**src/rtl/metrics_div_arbiter_pkg.sv**
```systemverilog
// Shared fixed-point parameters and state encoding for the metrics datapath.
// The arithmetic blocks import this package so that the Q-format widths and the
// divider sequencer states are defined in one place.
//   FXP_WIDTH   : fixed-point word width (Q8.8)
//   FXP_FRAC    : number of fractional bits
//   QUO_MAX     : largest positive Q8.8 value, used as the saturation value
//   div_state_t : shared divider sequencer states
package complex_adaptive_kalman_params;

    localparam int FXP_WIDTH = 16;
    localparam int FXP_FRAC  = 8;
    localparam logic [FXP_WIDTH-1:0] QUO_MAX = 16'h7FFF;

    typedef enum logic [1:0] {
        IDLE = 2'd0,
        ITER = 2'd1,
        DONE = 2'd2
    } div_state_t;

endpackage : complex_adaptive_kalman_params

```
**src/rtl/metrics_div_arbiter_if.sv**
```systemverilog
// Request/response bundle between the metrics requesters and the shared divider.
//   req_valid    : per-requester request valid
//   req_ready    : per-requester accept, one-hot or zero
//   req_dividend : flat bus, requester i at [i*DIVIDEND_W +: DIVIDEND_W]
//   req_divisor  : flat bus, requester i at [i*DIVISOR_W +: DIVISOR_W]
//   rsp_valid    : one-hot single-cycle response pulse
//   rsp_quotient : saturated Q8.8 quotient, held between pulses
//   rsp_div_zero : divisor was zero, held between pulses
//   busy         : divider is not idle
// master = requester side, slave = divider side.
interface metrics_div_if
    import complex_adaptive_kalman_params::*;
#(
    parameter int NUM_REQ    = 2,
    parameter int DIVIDEND_W = 32,
    parameter int DIVISOR_W  = FXP_WIDTH + 8,
    parameter int QUO_W      = FXP_WIDTH
);
    logic [NUM_REQ-1:0]            req_valid;
    logic [NUM_REQ-1:0]            req_ready;
    logic [NUM_REQ*DIVIDEND_W-1:0] req_dividend;
    logic [NUM_REQ*DIVISOR_W-1:0]  req_divisor;
    logic [NUM_REQ-1:0]            rsp_valid;
    logic [QUO_W-1:0]              rsp_quotient;
    logic                          rsp_div_zero;
    logic                          busy;

    modport master (
        output req_valid, req_dividend, req_divisor,
        input  req_ready, rsp_valid, rsp_quotient, rsp_div_zero, busy
    );

    modport slave (
        input  req_valid, req_dividend, req_divisor,
        output req_ready, rsp_valid, rsp_quotient, rsp_div_zero, busy
    );

endinterface : metrics_div_if

```
**src/rtl/metrics_rr_arbiter.sv**
```systemverilog
// Combinational round-robin arbiter shared by the shared-resource blocks.
// Grants the first requesting index at or after (last_grant_i + 1) mod NUM_REQ.
//   req_i        : request vector
//   last_grant_i : index granted most recently
//   enable_i     : when low no grant is issued
//   grant_o      : one-hot grant, or zero
module metrics_rr_arbiter #(
    parameter  int NUM_REQ = 2,
    localparam int IDX_W   = (NUM_REQ > 1) ? $clog2(NUM_REQ) : 1
) (
    input  logic [NUM_REQ-1:0] req_i,
    input  logic [IDX_W-1:0]   last_grant_i,
    input  logic               enable_i,
    output logic [NUM_REQ-1:0] grant_o
);

    // Rotating priority search starting just after the previous winner.
    always_comb begin
        logic found_s;
        int   idx_s;
        grant_o = '0;
        found_s = 1'b0;
        idx_s   = 0;
        if (enable_i) begin
            for (int i = 0; i < NUM_REQ; i++) begin
                idx_s = (int'(last_grant_i) + 1 + i) % NUM_REQ;
                if (!found_s && req_i[idx_s]) begin
                    grant_o[idx_s] = 1'b1;
                    found_s        = 1'b1;
                end else begin
                    found_s = found_s;
                end
            end
        end else begin
            grant_o = '0;
        end
    end

endmodule : metrics_rr_arbiter

```
**src/rtl/metrics_div_arbiter.sv**
```systemverilog
// Round-robin sequencer for one shared iterative unsigned restoring divider.
// A granted request is divided MSB-first, one quotient bit per cycle, and the
// saturated quotient is returned as a one-cycle pulse to the requester.
// A zero divisor skips the iterations and answers on the next cycle.
//   clk, rst_n   : clock, asynchronous active-low reset
//   div_if       : request/response bundle (slave side)
// Optional build macro METRICS_DIV_STATS_EN adds:
//   stat_div_zero_cnt_o : saturating count of divide-by-zero responses
//   stat_sat_cnt_o      : saturating count of saturated responses
module metrics_div_arbiter
    import complex_adaptive_kalman_params::*;
#(
    parameter int NUM_REQ    = 2,
    parameter int DIVIDEND_W = 32,
    parameter int DIVISOR_W  = FXP_WIDTH + 8,
    parameter int QUO_W      = FXP_WIDTH
) (
    input  logic        clk,
    input  logic        rst_n,
`ifdef METRICS_DIV_STATS_EN
    output logic [15:0] stat_div_zero_cnt_o,
    output logic [15:0] stat_sat_cnt_o,
`endif
    metrics_div_if.slave div_if
);

    localparam int IDX_W = (NUM_REQ > 1) ? $clog2(NUM_REQ) : 1;
    localparam int CNT_W = (DIVIDEND_W > 1) ? $clog2(DIVIDEND_W) : 1;
    localparam logic [QUO_W-1:0]      SAT_VAL  = {1'b0, {(QUO_W-1){1'b1}}};
    localparam logic [DIVIDEND_W-1:0] SAT_WIDE = {{(DIVIDEND_W-QUO_W){1'b0}}, SAT_VAL};
    localparam logic [CNT_W-1:0]      CNT_LAST = CNT_W'(DIVIDEND_W - 1);

    div_state_t              state_q, state_d;
    logic [CNT_W-1:0]        cnt_q, cnt_d;
    logic [IDX_W-1:0]        grant_idx_q, grant_idx_d;
    logic [IDX_W-1:0]        last_grant_q, last_grant_d;
    logic [DIVISOR_W:0]      rem_q, rem_d;
    logic [DIVIDEND_W-1:0]   quo_q, quo_d;
    logic [DIVISOR_W-1:0]    divisor_q, divisor_d;
    logic [NUM_REQ-1:0]      rsp_valid_q, rsp_valid_d;
    logic [QUO_W-1:0]        rsp_quotient_q, rsp_quotient_d;
    logic                    rsp_div_zero_q, rsp_div_zero_d;
    logic                    busy_q, busy_d;

    logic [NUM_REQ-1:0]      grant_s;
    logic [IDX_W-1:0]        win_idx_s;
    logic [DIVIDEND_W-1:0]   sel_dividend_s;
    logic [DIVISOR_W-1:0]    sel_divisor_s;
    logic [DIVISOR_W+1:0]    rem_shift_s;
    logic [DIVISOR_W:0]      rem_diff_s;
    logic                    fits_s;
    logic [DIVISOR_W:0]      rem_step_s;
    logic [DIVIDEND_W-1:0]   quo_step_s;
    logic                    over_s;

    // Grants are only offered while idle.
    metrics_rr_arbiter #(.NUM_REQ(NUM_REQ)) u_arb (
        .req_i        (div_if.req_valid),
        .last_grant_i (last_grant_q),
        .enable_i     (state_q == IDLE),
        .grant_o      (grant_s)
    );

    // One-hot grant to index.
    always_comb begin
        win_idx_s = '0;
        for (int i = 0; i < NUM_REQ; i++) begin
            if (grant_s[i]) begin
                win_idx_s = IDX_W'(i);
            end else begin
                win_idx_s = win_idx_s;
            end
        end
    end

    assign sel_dividend_s = div_if.req_dividend[win_idx_s*DIVIDEND_W +: DIVIDEND_W];
    assign sel_divisor_s  = div_if.req_divisor[win_idx_s*DIVISOR_W +: DIVISOR_W];

    // One restoring step: shift next dividend bit into the remainder, subtract
    // when it fits. The remainder stays below the divisor, so the difference
    // always fits in DIVISOR_W+1 bits.
    always_comb begin
        rem_shift_s = {rem_q, quo_q[DIVIDEND_W-1]};
        fits_s      = (rem_shift_s >= {2'b00, divisor_q});
        rem_diff_s  = rem_shift_s[DIVISOR_W:0] - {1'b0, divisor_q};
        rem_step_s  = fits_s ? rem_diff_s : rem_shift_s[DIVISOR_W:0];
        quo_step_s  = {quo_q[DIVIDEND_W-2:0], fits_s};
        over_s      = (quo_step_s > SAT_WIDE);
    end

    // Next-state and datapath control.
    always_comb begin
        state_d        = state_q;
        cnt_d          = cnt_q;
        grant_idx_d    = grant_idx_q;
        last_grant_d   = last_grant_q;
        rem_d          = rem_q;
        quo_d          = quo_q;
        divisor_d      = divisor_q;
        rsp_valid_d    = '0;
        rsp_quotient_d = rsp_quotient_q;
        rsp_div_zero_d = rsp_div_zero_q;
        case (state_q)
            IDLE: begin
                if (|grant_s) begin
                    grant_idx_d  = win_idx_s;
                    last_grant_d = win_idx_s;
                    divisor_d    = sel_divisor_s;
                    quo_d        = sel_dividend_s;
                    rem_d        = '0;
                    cnt_d        = '0;
                    if (sel_divisor_s == '0) begin
                        // Answer immediately; the response lands with DONE.
                        state_d        = DONE;
                        rsp_valid_d    = grant_s;
                        rsp_quotient_d = SAT_VAL;
                        rsp_div_zero_d = 1'b1;
                    end else begin
                        state_d = ITER;
                    end
                end else begin
                    state_d = IDLE;
                end
            end
            ITER: begin
                rem_d = rem_step_s;
                quo_d = quo_step_s;
                cnt_d = cnt_q + CNT_W'(1);
                if (cnt_q == CNT_LAST) begin
                    // Last step: register the response so it aligns with DONE.
                    state_d        = DONE;
                    rsp_valid_d    = NUM_REQ'(1) << grant_idx_q;
                    rsp_quotient_d = over_s ? SAT_VAL : quo_step_s[QUO_W-1:0];
                    rsp_div_zero_d = 1'b0;
                end else begin
                    state_d = ITER;
                end
            end
            DONE: begin
                state_d = IDLE;
            end
            default: begin
                state_d = IDLE;
            end
        endcase
        busy_d = (state_d != IDLE);
    end

    // State and datapath registers.
    always_ff @(posedge clk or negedge rst_n) begin
        if (!rst_n) begin
            state_q        <= IDLE;
            cnt_q          <= '0;
            grant_idx_q    <= '0;
            last_grant_q   <= IDX_W'(NUM_REQ - 1);
            rem_q          <= '0;
            quo_q          <= '0;
            divisor_q      <= '0;
            rsp_valid_q    <= '0;
            rsp_quotient_q <= '0;
            rsp_div_zero_q <= 1'b0;
            busy_q         <= 1'b0;
        end else begin
            state_q        <= state_d;
            cnt_q          <= cnt_d;
            grant_idx_q    <= grant_idx_d;
            last_grant_q   <= last_grant_d;
            rem_q          <= rem_d;
            quo_q          <= quo_d;
            divisor_q      <= divisor_d;
            rsp_valid_q    <= rsp_valid_d;
            rsp_quotient_q <= rsp_quotient_d;
            rsp_div_zero_q <= rsp_div_zero_d;
            busy_q         <= busy_d;
        end
    end

    assign div_if.req_ready    = grant_s;
    assign div_if.rsp_valid    = rsp_valid_q;
    assign div_if.rsp_quotient = rsp_quotient_q;
    assign div_if.rsp_div_zero = rsp_div_zero_q;
    assign div_if.busy         = busy_q;

`ifdef METRICS_DIV_STATS_EN
    logic        sat_q, sat_d;
    logic [15:0] dz_cnt_q, dz_cnt_d;
    logic [15:0] sat_cnt_q, sat_cnt_d;

    // Saturation flag travels with the response; counters bump in DONE.
    always_comb begin
        sat_d     = sat_q;
        dz_cnt_d  = dz_cnt_q;
        sat_cnt_d = sat_cnt_q;
        if ((state_q == ITER) && (cnt_q == CNT_LAST)) begin
            sat_d = over_s;
        end else if ((state_q == IDLE) && (|grant_s)) begin
            sat_d = 1'b0;
        end else begin
            sat_d = sat_q;
        end
        if (state_q == DONE) begin
            if (rsp_div_zero_q && (dz_cnt_q != 16'hFFFF)) begin
                dz_cnt_d = dz_cnt_q + 16'd1;
            end else begin
                dz_cnt_d = dz_cnt_q;
            end
            if (sat_q && (sat_cnt_q != 16'hFFFF)) begin
                sat_cnt_d = sat_cnt_q + 16'd1;
            end else begin
                sat_cnt_d = sat_cnt_q;
            end
        end else begin
            dz_cnt_d  = dz_cnt_q;
            sat_cnt_d = sat_cnt_q;
        end
    end

    // Statistics registers.
    always_ff @(posedge clk or negedge rst_n) begin
        if (!rst_n) begin
            sat_q     <= 1'b0;
            dz_cnt_q  <= 16'd0;
            sat_cnt_q <= 16'd0;
        end else begin
            sat_q     <= sat_d;
            dz_cnt_q  <= dz_cnt_d;
            sat_cnt_q <= sat_cnt_d;
        end
    end

    assign stat_div_zero_cnt_o = dz_cnt_q;
    assign stat_sat_cnt_o      = sat_cnt_q;
`endif

endmodule : metrics_div_arbiter

```
**src/flat_wrapper.sv**
```systemverilog
// flat-port wrapper written by rule: the top's interface ports become plain ports
module metrics_div_arbiter_flat import complex_adaptive_kalman_params::*;
#(
    parameter int NUM_REQ    = 2,
    parameter int DIVIDEND_W = 32,
    parameter int DIVISOR_W  = FXP_WIDTH + 8,
    parameter int QUO_W      = FXP_WIDTH
)
  (clk, rst_n, div_if_req_valid, div_if_req_dividend, div_if_req_divisor, div_if_req_ready, div_if_rsp_valid, div_if_rsp_quotient, div_if_rsp_div_zero, div_if_busy);
  metrics_div_if #(.NUM_REQ(NUM_REQ), .DIVIDEND_W(DIVIDEND_W), .DIVISOR_W(DIVISOR_W), .QUO_W(QUO_W)) div_if_i ();
  input  logic clk;
  input  logic rst_n;
  input wire logic [$bits(div_if_i.req_valid)-1:0] div_if_req_valid;
  input wire logic [$bits(div_if_i.req_dividend)-1:0] div_if_req_dividend;
  input wire logic [$bits(div_if_i.req_divisor)-1:0] div_if_req_divisor;
  output wire logic [$bits(div_if_i.req_ready)-1:0] div_if_req_ready;
  output wire logic [$bits(div_if_i.rsp_valid)-1:0] div_if_rsp_valid;
  output wire logic [$bits(div_if_i.rsp_quotient)-1:0] div_if_rsp_quotient;
  output wire logic [$bits(div_if_i.rsp_div_zero)-1:0] div_if_rsp_div_zero;
  output wire logic [$bits(div_if_i.busy)-1:0] div_if_busy;
  assign div_if_i.req_valid = div_if_req_valid;
  assign div_if_i.req_dividend = div_if_req_dividend;
  assign div_if_i.req_divisor = div_if_req_divisor;
  assign div_if_req_ready = div_if_i.req_ready;
  assign div_if_rsp_valid = div_if_i.rsp_valid;
  assign div_if_rsp_quotient = div_if_i.rsp_quotient;
  assign div_if_rsp_div_zero = div_if_i.rsp_div_zero;
  assign div_if_busy = div_if_i.busy;
  metrics_div_arbiter #(.NUM_REQ(NUM_REQ), .DIVIDEND_W(DIVIDEND_W), .DIVISOR_W(DIVISOR_W), .QUO_W(QUO_W)) u_core (.clk(clk), .rst_n(rst_n), .div_if(div_if_i));
endmodule
```
**config.mk**
```make
export PLATFORM = sky130hd
export DESIGN_NAME = metrics_div_arbiter_flat
export DESIGN_NICKNAME = d
export VERILOG_FILES = /design/src/rtl/metrics_div_arbiter_pkg.sv /design/src/rtl/metrics_div_arbiter_if.sv /design/src/rtl/metrics_rr_arbiter.sv /design/src/rtl/metrics_div_arbiter.sv /design/src/flat_wrapper.sv
export SDC_FILE = /design/constraint.sdc
export NUM_CORES = 1
export LEC_CHECK = 0
export CAP_MARGIN = 20
export CELL_PAD_IN_SITES_DETAIL_PLACEMENT = 1
export CELL_PAD_IN_SITES_GLOBAL_PLACEMENT = 1
export CORE_ASPECT_RATIO = 1.25
export CORE_MARGIN = 10
export CORE_UTILIZATION = 42
export DETAILED_ROUTE_END_ITERATION = 7
export GPL_TIMING_DRIVEN = 0
export PLACE_DENSITY = 0.94
export SLEW_MARGIN = 20
export SYNTH_ARGS = -nofsm -noshare
export SYNTH_HDL_FRONTEND = slang
export SYNTH_HIERARCHICAL = 1
export SYNTH_SLANG_ARGS = --single-unit
```
**constraint.sdc**
```tcl
create_clock -name clk -period 3.9 [get_ports clk]
set_clock_uncertainty 0.1 [all_clocks]
set_input_delay 0.975 -clock clk [delete_from_list [all_inputs] [get_ports clk]]
set_output_delay 0.975 -clock clk [all_outputs]
set_load 0.1 [all_outputs]
```
==> run_results.csv, run 1 <==
group,metric,value,unit
global_route,grt_pass1_wl,42400,um
sta,tightest_slew,1050,ps
placement,dp.cells,1047,
min_path,whs_path_depth,2,
die,die_w,131,um
sta,min_period_over_period,0.993,
route,via_per_inst,6.11,
die,floorplan.initialDensity,0.432,
finish,fin_nets,993,
sta,hold_viol,0,
yosys,synth_area,6510,um2
finish,fill_cells,1696,
setup_path,path_cells,"clkdlybuf4s50_1 > nor4_1 > and3_1 > nand3_1 > o21ai_0 > nand2_1 > o21ai_4 > buf_4 > o22a_1",
yosys,synth-main-ff-cell,"dfrtp_1",
finish,syn2layout_area_growth,30.9,%
cts,clk_pin_slew,80,ps
run,drv_cap,0,
setup_path,worst_ep_required_time,4090,ps
yosys,avgSynthCellArea,9.29,um2
die,io_pins,138,
status,outcome,"finished clean",
pwr,p_per_area,948,nW/um2
min_path,hold_path_class,"reg2reg",
global_route,grt_antenna_before_repair,0,
die,dieArea,20900,um2
global_route,track_usage,0.255,
setup_path,reg2reg_from,"u_core/state_q[0]",
yosys,synth_top_area_share,0.419,
yosys,synth_edf_count,0,
sta,rsz0062_at_grt,"false",
finish,diodes,0,
placement,dp_hpwl,19300,um
sta,setup_violations,0,
yosys,synth_top_family_by_area,"compound AO/OA/AOI/OAI gates",
yosys,yosys.area_share.simple,0.135,
yosys,synth_top_cells_by_area,"dfrtp_1 (42%), mux2i_1 (12%), nand2_1 (5.4%), o21ai_0 (5.1%), ha_1 (5.0%)",
yosys,synth-xor-area-share,0.0242,
setup_path,slowest_delay,800,ps
yosys,synth-seq-area-share,0.423,
setup_path,crit_type,"in2reg",
global_route,grt-ovfl-total,0,
route,drt_wl_total,27400,um
die,rows,50,
cts,cts_buffer_depth,2,
min_path,worstHoldStart,"u_core/divisor_q[21]",
setup_path,reg2reg_to,"u_core/div_if.rsp_quotient[11]",
yosys,synth_compound_area_frac,0.207,
route,drt_first_pass_iters,5,
setup_path,rrSetupSlack,350,ps
die,core,15100,um2
cts,cts_tree,"done",
min_path,whs_endpoint,"u_core/divisor_q[21]",
sta,setup_ws,29.0,ps
route,ant_nets,0,
finish,drive_above_1_share,0.0480,
sta,period_minus_slack,3870,ps
sta,relSlewSlack,0.298,
cts,clk-insertion-delay-late,370,ps
finish,final_cell_mix,"clkdlybuf4s50_1 (134), dfrtp_1 (109), nand2_1 (94)",
finish,stdcell_count,1063,
yosys,synthCells,701,
yosys,synth_seq_cells,110,
pwr,vdd_drop_max,0.338,mV
finish,fin_util,0.566,
finish,final_common_cell,"clkdlybuf4s50_1",
yosys,async_flop_share,1.00,
yosys,syn_nets,844,
cts,clkSinkCount,110,
route,dr.first_iter.drc_count,519,
sta,fmax,258,MHz
placement,dpl_worst_slack,-182,ps
setup_path,endpoint_kind,"flop",
setup_path,startpoint,"div_if_req_divisor[20]",
placement,place_congestion,0.861,
cts,cts_max_level,3,
setup_path,cp_max_fo,10,
setup_path,crit_arrival,4060,ps
global_route,grt_max_degree,62,
route,via_count,6494,
setup_path,cp_slowest_cell,"nor4_1",
yosys,yosys_warnings,6,
yosys,synthMuxAreaShare,0.115,
yosys,synthAdderAreaFrac,0.0530,
route,drc,0,
setup_path,rr_worst_depth,10,
cts,cts_inserted_buffers,9,
die,die_y,159,um
cts,root_buffer,"clkbuf_16",
yosys,yosysTopAreaCell,"dfrtp_1",
setup_path,cp-start-kind,"primary input",
sta,drv_slew,0,
yosys,netlist-cell-type-count,56,
placement,portBuffers,137,
global_route,grt_pass1_vias,7393,
pwr,leakagePower,3.60,nW
sta,holdWs,397,ps
cts,post-cts-setup-buffers,0,
route,wl_per_cell,25.8,um
## through the flow
| step | setup TNS (ps) | instance area, um2 | total power [mW] |
|---|---|---|---|
| detailed placement | -1340 | 8180 | 6.74 |
| finish | 0 | 8530 | 8.08 |
| global route | 0 | 8530 | 8.59 |
| floorplan | 0 | 6520 | 5.40 |
| CTS | 0 | 8520 | 7.98 |
| global placement | -272070 | 8150 | 6.37 |
## report_power, final
| part | leakage [nW] | total, mW | internal (mW) | switching, mW |
|---|---|---|---|---|
| Combinational | 2.06 | 4.87 | 1.93 | 2.94 |
| Clock | 0.161 | 1.07 | 0.604 | 0.467 |
| Sequential | 1.38 | 2.14 | 1.67 | 0.466 |
| Total | 3.60 | 8.08 | 4.21 | 3.87 |
## synthesized netlist by cell type, types with 2 or more instances
cell type,instances
dfrtp_1,109
nand2_1,94
mux2i_1,75
o21ai_0,66
nor2_1,49
a21oi_1,42
inv_1,31
clkbuf_1,28
ha_1,26
a221o_1,17
o21ai_1,16
o22a_1,15
nor4_1,14
xnor2_1,12
a21o_1,8
nand3_1,6
nand4_1,6
xor2_1,6
a31oi_1,5
and3_1,5
nand2b_1,5
o21a_1,5
buf_4,4
o211ai_1,4
a32oi_1,3
buf_1,3
buf_2,3
nor2b_1,3
nor3_1,3
o21ai_2,3
a211oi_1,2
a22o_1,2
and2_1,2
nor3b_1,2
o21bai_1,2
o22ai_1,2
o31ai_2,2
o41ai_1,2
or4_1,2
## state kept, by name (all words and copies together) (netlist names), 2 cells and up
register,cells
u_core/state_q,2
u_core/divisor_q,24
u_core/div_if.rsp_quotient,16
u_core/div_if.rsp_valid,2
u_core/rem_q,25
u_core/quo_q,32
u_core/cnt_q,5
## area by class of cell
type	count	area (um2)	share of cell area
tap	208	260	0.0305
sequential	110	2750	0.323
buffer	38	165	0.0194
clock buffer	12	256	0.0301
timing repair buffer	138	1400	0.164
inverter	31	116	0.0136
multi-input combinational	522	3500	0.410
clock inverter	4	78.8	0.00924
## how the worst max path moves through the flow
stage          slack, ps  cells past startpoint                        endpoint
5_1_grt               10                     10  u_core/div_if.rsp_quotient[11]
2_1_floorplan         90                      9  u_core/div_if.rsp_quotient[10]
3_3_place_gp       -2480                      1              u_core/div_if.busy
6_report              30                      9  u_core/div_if.rsp_quotient[11]
4_1_cts               40                     10  u_core/div_if.rsp_quotient[11]
3_5_place_dp        -180                      4             div_if_req_ready[0]
## layer usage
metal	vias up	part of all wire	routed length [um]	global-route usage
met5	-	0	0	0
li1	2826	-	-	-
met2	327	0.51	14100	0.445
met1	3238	0.36	9770	0.264
met3	103	0.066	1810	0.0643
met4	0	0.063	1720	0.174
## critical path, delay by kind of cell
kind            cells  cell delay [ps]
simple gates        4             1440
compound gates      3              930
buf+inv             2              690
## logic make-up after synthesis
group | after synthesis
mux | 75
flops | 110
buf+inv | 69
compound gates | 205
fa+ha+maj | 27
simple gates | 197
xor+xnor | 18
## repair_timing
item | CTS | global route
hold endpoints to repair | 0 | 0
pin swaps | 0 | 1
hold buffers | 0 | 0
setup endpoints to repair | 2 | 9
resized for setup | 2 | 4
Note: power is estimated with default switching activity, not from simulation.
==> run 2: changes to the inputs <==
Settings changed: PLACE_DENSITY 0.94 to 0.93.
==> run 2 against run 1 <==
Against the previous run: routed wire length decreased by 5.5%; core utilization down 0.12 points; global-route usage fell by 1.3 points; non-clock buffer count stayed put; fmax is 2.4% higher; clock-buffer cell count fell by 3; critical path type is now in2out; largest cell class unchanged; largest power group unchanged.
==> run_results.csv, run 2 (synthesized netlist as in run 1, its figures left out) <==
group,metric,value,unit
placement,dpl_worst_slack,-160,ps
finish,drive_above_1_share,0.0491,
sta,rsz0062_at_grt,"false",
run,drv_cap,0,
route,via_count,6460,
pwr,swShare,0.488,
route,drt_first_pass_iters,6,
setup_path,path_cells,"clkdlybuf4s50_1 > nand2_1 > a21oi_2 > dlygate4sd2_1",
sta,period_minus_slack,3780,ps
cts,clkSinkCount,110,
die,io_pins,138,
setup_path,crit_type,"in2out",
finish,seqCellArea,2750,um2
pwr,p_clk_frac,0.125,
sta,holdWs,388,ps
finish,final_cell_mix,"clkdlybuf4s50_1 (134), dfrtp_1 (109), nand2_1 (94)",
pwr,power,8.06,mW
setup_path,path_delay_family,"buffers and inverters",
route,dr.first_iter.drc_count,538,
sta,relSlewSlack,0.265,
cts,hold_buffers,0,
min_path,hold_path_class,"in2async",
cts,clk-insertion-delay-late,360,ps
setup_path,reg2reg_to,"u_core/divisor_q[3]",
finish,largest_register,"u_core/quo_q",
sta,min_period_over_period,0.970,
cts,root_buffer,"clkbuf_16",
setup_path,cp_max_fo,4,
placement,portBuffers,137,
cts,cts_max_level,3,
cts,clk_pin_slew,80,ps
setup_path,slowest_delay,920,ps
pwr,vdd_drop_max,0.345,mV
die,rows,50,
pwr,switching_power,3.93,mW
die,dieArea,20900,um2
finish,fill_cells,1698,
finish,largest_reg_flops,32,
finish,reg_top3,"u_core/quo_q: 32 flops, u_core/rem_q: 25 flops, u_core/divisor_q: 24 flops",
finish,design_area,8510,um2
status,outcome,"finished clean",
global_route,grt_max_degree,78,
route,wl_per_cell,24.4,um
sta,tns,0,ps
global_route,use_met3,0.0599,
pwr,p_per_area,948,nW/um2
cts,cts_buffer_depth,2,
global_route,grt_pass1_vias,7423,
sta,hold_viol,0,
setup_path,rr_worst_depth,8,
global_route,grtUsageMet2,0.428,
die,die_y,159,um
placement,dpl_cell_area,8180,um2
setup_path,cp_slowest_cell,"dlygate4sd2_1",
die,die_w,131,um
route,drt_wl_total,25900,um
sta,setup_ws,119,ps
finish,multiInputGateArea,3500,um2
pwr,leakagePower,3.60,nW
cts,cts_inserted_buffers,9,
global_route,track_usage,0.242,
route,via_per_inst,6.08,
die,floorplan.initialDensity,0.432,
finish,diodes,0,
placement,dp_hpwl,18400,um
global_route,grt_pass1_wl,40700,um
die,core,15100,um2
setup_path,endpoint_kind,"primary output",
pwr,internal_power,4.13,mW
global_route,busiest_layer,"met2",
global_route,grt_antenna_before_repair,0,
sta,fmax,264,MHz
setup_path,cp_num_buf_inv,2,
global_route,use_met1,0.254,
pwr,combPwrFrac,0.612,
setup_path,worst_ep_required_time,2820,ps
finish,fin_nets,993,
sta,drv_slew,0,
cts,cts_resized,2,
placement,place_congestion,0.898,
finish,syn2layout_area_growth,30.6,%
route,drc,0,
setup_path,crit_arrival,2710,ps
global_route,grt-ovfl-total,0,
setup_path,cp-start-kind,"primary input",
cts,cts_tree,"done",
finish,final_common_cell,"clkdlybuf4s50_1",
setup_path,rrSetupSlack,480,ps
pwr,seqPwrFrac,0.263,
sta,tightest_slew,1100,ps
sta,setup_violations,0,
setup_path,reg2reg_from,"u_core/state_q[0]",
route,ant_nets,0,
cts,post-cts-setup-buffers,0,
run 2: cell types whose count changed in the layout (fill, tap and decap cells not counted):
| cell | change |
|---|---|
| o21ai_2 | +1 |
| o21ai_4 | -1 |
| inv_8 | -1 |
| nor4_1 | -1 |
| clkbuf_8 | -2 |
| inv_6 | +4 |
| nor4_2 | +1 |
| buf_2 | +1 |
| clkinvlp_4 | -1 |
| bufinv_16 | -1 |
| clkbuf_2 | -1 |
| clkinv_8 | +2 |
| clkbuf_4 | -1 |
run 2: worst max-delay path by stage:
stage	from	end	slack (ps)	cells after the start
finish	div_if_req_valid[0]	div_if_req_ready[0]	120	4
global route	div_if_req_valid[0]	div_if_req_ready[0]	50	4
CTS	div_if_req_valid[0]	div_if_req_ready[0]	120	4
detailed placement	div_if_req_divisor[20]	u_core/div_if.rsp_quotient[14]	-160	9
global placement	rst_n	u_core/rem_q[19]	-2500	1
floorplan	div_if_req_valid[1]	u_core/div_if.rsp_quotient[10]	90	9
run 2: layout make-up:
cell class,count,area share
clock buffers,9,0.0265
inverters,31,0.0137
multi-input cells,522,0.411
repair buffers,138,0.164
clock inverters,7,0.0115
well taps,208,0.0306
flip-flops and latches,110,0.324
plain buffers,38,0.0190
run 2: power by group through the flow:
stage	Sequential [mW]	Clock (mW)	Combinational, mW
finish	2.12	1.01	4.94
detailed placement	2.09	0	4.59
global placement	2.04	0	4.34
floorplan	2.14	0	3.26
CTS	2.10	1.01	4.84
global route	2.16	1.06	5.32
run 2: stage by stage:
stage	std cells	util
2_1_floorplan	701	-
3_3_place_gp	1046	0.541
5_1_grt	1063	0.564
6_report	1063	0.564
4_1_cts	1063	0.564
3_5_place_dp	1047	0.543
run 2: worst register-to-register path, cell delays in order (launching register included):
cell and delay, ps:
dfrtp_1 410, nor2_1 380, nand2_1 160, a21oi_2 170
buf_2 250, buf_2 350, buf_1 780, mux2i_1 500
o21ai_0 170
run 2: per-layer routing:
metal | share of wire | wire [um]
met1 | 0.37 | 9570
met2 | 0.51 | 13300
met3 | 0.062 | 1600
met4 | 0.056 | 1460
met5 | 0 | 0
